**src/rtl/div_unit.sv**
```systemverilog
// Multi-cycle radix-2 restoring divider (DIV/DIVU) for the EX stage; returns {remainder, quotient}.
// Optional macro DIV_ZERO_FLAG_EN adds div_zero_o, asserted with ready_o after a divide by zero.
module div_unit #(
  parameter int DATA_W = 32,
  parameter int CNT_W  = 6
) (
  input  logic                clk,
  input  logic                rst,
  input  logic                start_i,
  input  logic                signed_div_i,
  input  logic [DATA_W-1:0]   opdata1_i,
  input  logic [DATA_W-1:0]   opdata2_i,
  input  logic                annul_i,
  input  logic                ex_hold_i,
  output logic [2*DATA_W-1:0] result_o,
  output logic                ready_o,
`ifdef DIV_ZERO_FLAG_EN
  output logic                div_zero_o,
`endif
  output logic                stall_req_o
);

  typedef enum logic [1:0] {S_IDLE, S_DIVZERO, S_ON, S_END} state_t;

  state_t              state, state_next;
  logic [CNT_W-1:0]    cnt;
  logic [DATA_W-1:0]   dvd;      // dividend magnitude, shifts left while quotient bits fill in
  logic [DATA_W-1:0]   dvs;
  logic [DATA_W:0]     rem;
  logic                neg_q, neg_r;
  logic [2*DATA_W-1:0] result;
  logic                ready;

  logic                op1_neg, op2_neg, accept, last_iter;
  logic [DATA_W-1:0]   op1_mag, op2_mag;
  logic [DATA_W:0]     rem_shift, trial, rem_next;
  logic                q_bit;
  logic [DATA_W-1:0]   q_fin, q_fix, r_fix;

  assign accept    = start_i && !annul_i;
  assign last_iter = (cnt == CNT_W'(DATA_W - 1));

  assign op1_neg = signed_div_i && opdata1_i[DATA_W-1];
  assign op2_neg = signed_div_i && opdata2_i[DATA_W-1];
  assign op1_mag = op1_neg ? -opdata1_i : opdata1_i;
  assign op2_mag = op2_neg ? -opdata2_i : opdata2_i;

  // One restoring step: shift in the next dividend bit and keep the trial difference if non-negative.
  assign rem_shift = {rem[DATA_W-1:0], dvd[DATA_W-1]};
  assign trial     = rem_shift - {1'b0, dvs};
  assign q_bit     = ~trial[DATA_W];
  assign rem_next  = q_bit ? trial : rem_shift;
  assign q_fin     = {dvd[DATA_W-2:0], q_bit};
  assign q_fix     = neg_q ? -q_fin : q_fin;
  assign r_fix     = neg_r ? -rem_next[DATA_W-1:0] : rem_next[DATA_W-1:0];

  // NOTE: sequential state uses non-blocking assignments so every flop samples pre-edge values.
  always_ff @(posedge clk) begin
    if (!rst) state <= S_IDLE;
    else      state <= state_next;
  end

  // NOTE: default assignment first so no path through the case leaves state_next unassigned (no latch).
  always_comb begin
    state_next = state;
    case (state)
      S_IDLE:    if (accept) state_next = (opdata2_i == '0) ? S_DIVZERO : S_ON;
      S_DIVZERO: state_next = S_END;
      S_ON:      if (last_iter) state_next = S_END;
      S_END:     if (!ex_hold_i) state_next = S_IDLE;
      default:   state_next = S_IDLE;
    endcase
    if (annul_i) state_next = S_IDLE;
  end

  always_comb begin
    stall_req_o = 1'b0;
    case (state)
      S_IDLE:            stall_req_o = accept;
      S_DIVZERO, S_ON:   stall_req_o = 1'b1;
      default:           stall_req_o = 1'b0;
    endcase
  end

`ifdef DIV_ZERO_FLAG_EN
  logic zero_flag;
  always_ff @(posedge clk) begin
    if (!rst)                            zero_flag <= 1'b0;
    else if (annul_i)                    zero_flag <= 1'b0;
    else if (state == S_DIVZERO)         zero_flag <= 1'b1;
    else if (state == S_IDLE && accept)  zero_flag <= 1'b0;
  end
  assign div_zero_o = zero_flag && ready;
`endif

  always_ff @(posedge clk) begin
    if (!rst) begin
      cnt    <= '0;
      dvd    <= '0;
      dvs    <= '0;
      rem    <= '0;
      neg_q  <= 1'b0;
      neg_r  <= 1'b0;
      result <= '0;
      ready  <= 1'b0;
    end else begin
      ready <= (state_next == S_END);
      if (!annul_i) begin
        case (state)
          S_IDLE: if (start_i) begin
            dvd   <= op1_mag;
            dvs   <= op2_mag;
            neg_q <= op1_neg ^ op2_neg;
            neg_r <= op1_neg;
            rem   <= '0;
            cnt   <= '0;
          end
          S_DIVZERO: result <= '0;
          S_ON: begin
            rem <= rem_next;
            dvd <= q_fin;
            cnt <= cnt + CNT_W'(1);
            if (last_iter) result <= {r_fix, q_fix};
          end
          default: ;
        endcase
      end
    end
  end

  assign result_o = result;
  assign ready_o  = ready;

endmodule

```
**config.mk**
```make
export PLATFORM = sky130hd
export DESIGN_NAME = div_unit
export DESIGN_NICKNAME = d
export VERILOG_FILES = /design/src/rtl/div_unit.sv
export SDC_FILE = /design/constraint.sdc
export NUM_CORES = 1
export LEC_CHECK = 0
export ABC_AREA = 1
export CAP_MARGIN = 20
export CORE_MARGIN = 10
export CORE_UTILIZATION = 53
export DETAILED_ROUTE_END_ITERATION = 10
export PLACE_DENSITY = 0.78
export SYNTH_ARGS = -nofsm -noshare
export SYNTH_HDL_FRONTEND = slang
export SYNTH_SLANG_ARGS = --single-unit
```
**constraint.sdc**
```tcl
create_clock -name clk -period 3.93 [get_ports clk]
set_input_delay 0.786 -clock clk [delete_from_list [all_inputs] [get_ports clk]]
set_output_delay 0.786 -clock clk [all_outputs]
set_load 0.01 [all_outputs]
```
=== After elaboration in Yosys (flattened, before gate mapping) ===
Index checks and enable logic that the tools add are counted.

* Add/subtract/negate cells: 6
* Equal/unequal tests: 7
* Muxes and demuxes: 20
* Bitwise operators: 3
* Reduce and logical (&&, ||, !) cells: 12

{| class="wikitable"
|+ Operator list
! operator !! count
|-
| 2-to-1 mux 32 bit || 7
|-
| negator 32 bit || 4
|-
| one-hot mux 32 bit (2 select lines) || 2
|-
| one-hot mux 64 bit (2 select lines) || 1
|-
| 2-to-1 mux 64 bit || 1
|-
| subtractor 33 x 32 -> 33 bit || 1
|-
| logical NOT 32 bit || 1
|-
| one-hot mux 6 bit (2 select lines) || 1
|-
| 2-to-1 mux 2 bit || 5
|-
| AND reduction 3 bit || 3
|-
| one-hot mux 2 bit (4 select lines) || 1
|-
| adder 6 x 1 -> 6 bit (second input constant) || 1
|-
| equality test 2 bit (second input constant) || 3
|-
| equality test 6 x 5 -> 1 bit (second input constant) || 1
|-
| 2-to-1 mux 6 bit || 1
|-
| != test 2 bit (second input constant) || 2
|-
| nonzero test 2 bit || 2
|-
| logical AND 1 bit || 3
|-
| equality test 2 x 1 -> 1 bit (second input constant) || 1
|-
| logical NOT 2 bit || 1
|-
| inverter 1 bit || 2
|-
| one-hot mux 1 bit (2 select lines) || 1
|-
| OR reduction 2 bit || 1
|-
| logical NOT 1 bit || 1
|-
| XOR 1 bit || 1
|}

* Register bits after elaboration: 171
* Output and inout bits: 66
* Logic and storage cells: 57

=== Longest topological paths before layout ===
Gate-level depths: netlist of the first run.

* Word-level depth: 6
* Gate-level depth with buffers: 29

=== Worst setup path after synthesis of the first run ===
Ideal clock, no wire load.

* Path type: reg-to-reg
* Start: register dvd[31]
* End: register result[26], in the netlist result_o[26]
* Arrival: 3.891 ns
* Setup slack: -0.031 ns
* Cell stages (with the launch flop): 30
* Buffers on the path: 2
* Cell sequence: dfxtp_1 > inv_1 > ha_1 > fa_1 > inv_1 > nand2_1 > nand2_1 > nand3_1 > nand2_2 > nand2_1 > nand2_2 > nand2_4 > nand2_4 > nand2_4 > nand2_8 > buf_12 > buf_6 > ha_1 > nand3_1 > nor3_1 > nand3_1 > nor3_1 > nand4_1 > nor2_1 > nand3_1 > o21ai_0 > inv_1 > a21oi_1 > o21ai_0 > a21oi_1

* Word-level cells in the longest chain between the ends: 6

{| class="wikitable"
|+ RTL lines
! what !! line !! source
|-
| from (decl) || 27 || <nowiki>logic [DATA_W-1:0] dvd;</nowiki>
|-
| from (signal assigned) || 111 || <nowiki>dvd <= op1_mag;</nowiki>
|-
| from (signal assigned) || 121 || <nowiki>dvd <= q_fin;</nowiki>
|-
| subtractor 33 x 32 -> 33 bit || 50 || <nowiki>assign trial = rem_shift - {1'b0, dvs};</nowiki>
|-
| inverter 1 bit || 51 || <nowiki>assign q_bit = ~trial[DATA_W];</nowiki>
|-
| negator 32 bit || 54 || <nowiki>assign q_fix = neg_q ? -q_fin : q_fin;</nowiki>
|-
| 2-to-1 mux 32 bit || 54 ||
|-
| 2-to-1 mux 64 bit || 123 || <nowiki>if (last_iter) result <= {r_fix, q_fix};</nowiki>
|-
| one-hot mux 64 bit (2 select lines) || 109 || <nowiki>case (state)</nowiki>
|-
| to (signal assigned) || 123 ||
|-
| to (decl) || 31 || <nowiki>logic [2*DATA_W-1:0] result;</nowiki>
|}

Every way passes these cells. The select of a mux whose other input is x is not followed.
A chain may end at the register's enable or synchronous reset.

=== Final worst setup path of the first run ===
Same ends and word-level chain as after synthesis.

==> out/metrics.csv, run 1 <==
metric,value,unit
io_pins,136,
wl,43100,um
fin_skew,0.0163,ns
path_clk_slew,0.07,ns
fillCellCount,2391,
grt_pass1_wl,68400,um
rows,57,
io_buffers,135,
cts_root_buffer,clkbuf_16,
vias_per_cell,5.47,
synthSimpleGateAreaFrac,37.2,%
synth.net_count,2277,
drc_errors,1,
gp_congestion,1.00,
finalWorstSetupSlack,0.169,ns
antenna_found_initial,0,
ctsHtreeMaxLevel,4,
ant_nets,0,
max_freq,0.266,GHz
cpPeakStageDelay,0.38,ns
critPathRequiredTime,4.29,ns
p_per_area,306,nW/um2
syn_area_per_cell,6.04,um2
cp-start-kind,flip-flop,
wl_per_cell,16.5,um
drv_slew,0,
die_h,177,um
insertion_delay,0.45,ns
synth_top_family_by_area,simple AND/OR/NAND/NOR gates,
grt-ovfl-total,0,
synthXorXnorAreaFrac,4.83,%
yosysSeqAreaShare,26.2,%
die_w,177,um
drt_iter0_markers,1304,
finalNetCount,2396,
post-route-util,64.0,%
placed_area,14700,um2
yosysUniqueCellTypes,49,
synth_warnings,0,
area_delta_synth_final,19.1,%
cts_buffer_depth,2,
ys_seq_elements,171,
post-dp-hpwl,33000,um
grt_pass1_vias,13700,
power.leakage,0.00740,uW
synthesis.area,13100,um2
cp-end-kind,flip-flop,
slowest_stage,fa_2,
synth_adder_area_share,4.08,%
numCtsBuffers,17,
post-place-ws,0.0396,ns
setup_viol,0,
violations,DRC,
final_area,15600,um2
synth_mux_area_share,0,%
cts.sinks,171,
drive_above_1_share,8.79,%
track_usage,26.8,%
arrival,4.12,ns
synth_cells,2165,
die_area,31300,um2
crit_fanout,3,
hold_violations,0,
synth_compound_area_share,16.2,%
post-route-min-period,3.76,ns
start_util,53.7,%
drv_cap,0,
worstMarginPinSlew,0.930,ns
vdd_drop_max,292,uV
cts_tree,built,
diodes,0,
finalCritPeriodShare,95.7,%
outcome,"complete, but fails checks",
maxSlewHeadroom,38.0,%
hp-class,reg -> reg,
core_area,24300,um2
critPathKind,reg -> reg,
layout_commonest_cell,nand2_1,
hold_buffers,0,
setup_tns,0,ns
grt_max_degree,83,
dr_total_vias,14300,
dr.pass1.iters,8,
layout_common_cells,"nand2_1, inv_1, a21oi_1, dfxtp_1, nor2_1",
[power breakdown]
| part | leakage [uW] | total [uW] | switching, uW | internal (uW) |
|---|---|---|---|---|
| combinational | 0.00573 | 1200 | 779 | 422 |
| sequential | 0.00139 | 1850 | 62.5 | 1790 |
| clock | 0.000281 | 1710 | 804 | 904 |
| total | 0.00740 | 4760 | 1650 | 3120 |
[routing by layer]
| metal | part of all wire [%] | vias to the layer above | GRT usage (%) |
|---|---|---|---|
| met3 | 4.9 | 107 | 3.58 |
| met1 | 42 | 6543 | 31.7 |
| li1 | - | 7187 | - |
| met4 | 4.4 | 0 | 12.8 |
| met2 | 48 | 492 | 46.9 |
| met5 | 0 | - | 0 |
[logic make-up after synthesis]
| kind of cell | count (synthesis) |
|---|---|
| and+or+nand+nor | 1110 |
| AOI/OAI and AO/OA | 388 |
| buffers and inverters | 382 |
| DFF | 171 |
| xor gates and xnor gates | 72 |
| adders and majority gates | 42 |
[synth_stat cells (all sizes together)]
library cell / count / share of area [%]
o311ai: 1 / 0.067
nand3b: 14 / 0.80
o221a: 1 / 0.086
nor2: 178 / 5.6
o22ai: 1 / 0.048
nand4: 32 / 1.5
or2: 5 / 0.24
nand2: 690 / 21
nor4: 14 / 0.67
nor3: 29 / 1.2
clkbuf: 53 / 1.5
o31ai: 6 / 0.34
nand3: 144 / 5.8
clkinv: 2 / 0.057
nor4b: 1 / 0.067
xor2: 48 / 3.2
a21oi: 203 / 8.0
and3: 1 / 0.048
ha: 41 / 3.9
buf: 25 / 1.3
o221ai: 8 / 0.54
o211ai: 17 / 0.98
xnor2: 24 / 1.6
and2: 2 / 0.11
o21bai: 5 / 0.29
a21o: 4 / 0.23
o21ai: 140 / 5.5
fa: 1 / 0.15
dfxtp: 171 / 26
a31oi: 2 / 0.096
inv: 302 / 8.7
[flip-flops by register name, indices dropped and copies added (netlist names)]
name / count
result_o: 64
dvd: 32
dvs: 32
rem: 32
cnt: 6
state: 2
neg_q: 1
neg_r: 1
ready_o: 1
[per-stage QoR]
stage,total power [uW],hold WS [ns],cells
2_1_floorplan,2640,0.445,2165
3_3_place_gp,2990,0.453,2581
3_5_place_dp,3000,0.455,2581
4_1_cts,4690,0.466,2613
5_1_grt,4990,0.479,2621
6_report,4760,0.465,2621
[worst max-delay path, delay by kind of cell (launching register included)]
kind	cells	cell delay [ns]
AOI/OAI and AO/OA	4	0.51
buffers and inverters	3	0.18
DFF	1	0.33
adders and majority gates	3	0.69
and+or+nand+nor	17	1.96
[layout make-up]
type	instances	area (um2)	area share [%]
Sequential cell	171	3430	22.0
Clock inverter	14	135	0.868
Tap cell	324	405	2.60
Clock buffer	18	439	2.82
Timing Repair Buffer	177	1690	10.8
Inverter	304	1140	7.35
Multi-Input combinational cell	1613	8330	53.5
[worst paths after layout]
kind                            slack [ns]  cells after the start                 startpoint                   endpoint
worst max-delay path                  0.17                     27       dvd[31]$_SDFFE_PN0P_  result_o[26]$_SDFFE_PN0P_
worst min-delay path                  0.47                      2  result_o[51]$_SDFFE_PN0P_  result_o[51]$_SDFFE_PN0P_
worst max register to register        0.17                     27       dvd[31]$_SDFFE_PN0P_  result_o[26]$_SDFFE_PN0P_
worst min register to register        0.47                      2  result_o[51]$_SDFFE_PN0P_  result_o[51]$_SDFFE_PN0P_
[what timing repair did]
action                                  in CTS  in global routing
endpoints found under the setup margin       2                 32
gates cloned                                 0                  1
buffers inserted                             0                  6
endpoints found under the hold margin        0                  0
resized for setup                            1                 50
pin swaps                                    0                 17
(Power assumes the default switching activity.)
==> run 2: changes to the inputs <==
--- a/config.mk
+++ b/config.mk
@@ -7,6 +7,7 @@
 export LEC_CHECK = 0
 export ABC_AREA = 1
 export CAP_MARGIN = 20
+export CORE_ASPECT_RATIO = 0.5
 export CORE_MARGIN = 10
 export CORE_UTILIZATION = 53
 export DETAILED_ROUTE_END_ITERATION = 10
==> run 2 against run 1 <==
  * The flow now finishes without violations
  * Clock power increased by 4%
  * Combinational power about the same
  * Critical path depth decreased by 1
  * Count of clock-buffer cells in the layout unchanged
  * Flip-flop and latch count unchanged
  * Clock skew decreased by 0.0052 ns
  * Non-clock buffer count unchanged
  * Sequential share of layout area about the same
  * Setup slack got worse by 0.032 ns
  * Routed wire length decreased by 3.0%
  * Critical path type unchanged
==> out/metrics.csv, run 2 (synthesis results as in run 1) <==
metric,value,unit,change
outcome,"finished, final reports clean",,
min_to,result_o[50]$_SDFFE_PN0P_,,
cts_root_buffer,clkbuf_16,,
vdd_drop_max,233,uV,-20%
cts.sinks,171,,unchanged
die_h,131,um,-26%
critPathRequiredTime,4.27,ns,-0.02 ns
worstMarginPinSlew,1.09,ns,+0.159 ns
track_usage,25.7,%,-1.1 points
layout_common_cells,"nand2_1, inv_1, a21oi_1, dfxtp_1, nor2_1",,
grtUsageMet2,43.6,%,-3.2 points
cts_buffer_depth,2,,unchanged
p_sw,1630,uW,-0.87%
critPathTopFamily,simple AND/OR/NAND/NOR gates,,
wl,41800,um,-3.0%
drt_iter0_markers,1492,,+14%
die_w,242,um,+37%
finalCritPeriodShare,96.5,%,+0.81 points
setup_viol,0,,unchanged
fin_cells,2632,,+0.42%
insertion_delay,0.46,ns,about the same
drive_above_1_share,8.01,%,-0.78 points
path_clk_slew,0.07,ns,about the same
seq_power_share,38.6,%,-0.3 points
arrival,4.13,ns,about the same
post-route-min-period,3.79,ns,+0.0318 ns
grt_pass1_vias,12800,,-6.4%
hp-start,result_o[50]$_SDFFE_PN0P_,,
max_freq,0.264,GHz,-0.84%
cts_tree,built,,
fin_skew,0.0111,ns,-0.00522 ns
use_met1,33.5,%,+1.8 points
reg2regPathDepth,26,,-3.7%
grt_use_met3,4.92,%,+1.3 points
crit_fanout,3,,unchanged
area_delta_synth_final,18.9,%,
finalNetCount,2396,,unchanged
rr_startpoint,dvd[31]$_SDFFE_PN0P_,,
ant_nets,0,,unchanged
hold_depth,2,,unchanged
critPathKind,reg -> reg,,
drc_errors,0,,-1
ctsHtreeMaxLevel,4,,unchanged
power.leakage,0.00741,uW,+0.16%
cp-end-kind,flip-flop,,
cpPeakStageDelay,0.39,ns,about the same
io_pins,136,,unchanged
start_util,54.2,%,+0.44 points
maxSlewHeadroom,27.4,%,-11 points
cp_common_cell,nand2_2,,
drv_slew,0,,unchanged
rsz0062_at_grt,true,,
final_area,15500,um2,-0.19%
core_area,24100,um2,-0.81%
layout_commonest_cell,nand2_1,,
finalWorstSetupSlack,0.137,ns,-0.0318 ns
post-dp-hpwl,32300,um,-2.0%
netSwitchingFraction,34.0,%,-0.55 points
p_int,3170,uW,+1.6%
placed_area,14800,um2,+0.24%
post-place-ws,0.0181,ns,-0.0215 ns
regToRegSetupSlack,0.14,ns,-0.03 ns
fin_total_pwr,4800,uW,+0.74%
gp_congestion,0.973,,-2.8%
dp_cells,2594,,+0.50%
drv_cap,0,,unchanged
largest_register_ffs,64,,unchanged
io_buffers,135,,unchanged
hold_violations,0,,unchanged
hp-class,reg -> reg,,
wl_per_cell,15.9,um,-3.4%
dr.pass1.iters,5,,-3
grt_max_degree,75,,-9.6%
clock_power_share,36.8,%,+0.9 points
antenna_found_initial,0,,unchanged
grt_pass1_wl,66400,um,-2.9%
diodes,0,,unchanged
vias_per_cell,5.35,,-2.1%
r2r_end,result_o[30]$_SDFFE_PN0P_,,
post-route-util,64.4,%,+0.40 points
busiest_layer,met2,,
dr_total_vias,14100,,-1.7%
grt-ovfl-total,0,,unchanged
critPathBufInv,2,,-1
numCtsBuffers,17,,unchanged
p_per_area,309,nW/um2,+0.93%
p_comb_share,24.6,%,-0.6 points
rows,40,,-30%
cp-start-kind,flip-flop,,
slowest_stage,fa_2,,
die_area,31700,um2,+1.2%
-- run 2: cell types whose count changed in the layout (fill, tap and decap cells not counted), sizes merged --
cell / before / now
clkinvlp: 2 / 3
inv: 307 / 306
bufinv: 1 / 2
clkinv: 8 / 6
-- run 2: cell type report --
type | count | area, um2
clock inverter | 13 | 158
clock buffer | 18 | 439
multi-input combinational | 1613 | 8250
sequential | 171 | 3420
tap | 336 | 420
fill | 2280 | 8590
timing repair buffer | 177 | 1700
inverter | 304 | 1140
-- run 2: worst max-delay path by stage --
stage,to,startpoint,depth (start not counted),slack (ns)
6_report,result_o[30]$_SDFFE_PN0P_,dvd[31]$_SDFFE_PN0P_,26,0.14
5_1_grt,result_o[30]$_SDFFE_PN0P_,dvd[31]$_SDFFE_PN0P_,26,-0.1
3_3_place_gp,result_o[26]$_SDFFE_PN0P_,dvd[31]$_SDFFE_PN0P_,27,0.10
2_1_floorplan,result_o[26]$_SDFFE_PN0P_,dvd[31]$_SDFFE_PN0P_,29,0.07
4_1_cts,result_o[26]$_SDFFE_PN0P_,dvd[31]$_SDFFE_PN0P_,27,0.01
3_5_place_dp,result_o[26]$_SDFFE_PN0P_,dvd[31]$_SDFFE_PN0P_,27,0.02
-- run 2: tightest hold or removal path: cells and delay by family, from the launching register on --
family | cells | cell delay [ns]
compound gates | 1 | 0.05
flops | 1 | 0.31
simple gates | 1 | 0.06
-- run 2: power by group through the flow --
stage | combinational, uW | clock [uW] | sequential, uW
6_report | 1180 | 1770 | 1850
2_1_floorplan | 769 | 0 | 1870
3_3_place_gp | 1110 | 0 | 1890
5_1_grt | 1320 | 1850 | 1860
3_5_place_dp | 1120 | 0 | 1890
4_1_cts | 1130 | 1780 | 1850
-- run 2: metal layers --
layer  share of wire, %  wire, um
met1                 46     19400
met4                1.4       567
met5                  0         0
met3                6.4      2690
met2                 46     19200
-- run 2: repair_timing --
action / in CTS / in global routing
endpoints found under the setup margin: 1 / 32
gates cloned: 0 / 1
setup buffers: 0 / 6
resized for setup: 1 / 27
pin swaps: 0 / 13
hold buffers: 0 / 0
-- run 2: stage by stage --
step           setup TNS [ns]  hold WS (ns)
2_1_floorplan               0         0.445
3_3_place_gp                0         0.451
3_5_place_dp                0         0.452
4_1_cts                     0         0.463
5_1_grt                -0.140         0.481
6_report                    0         0.462
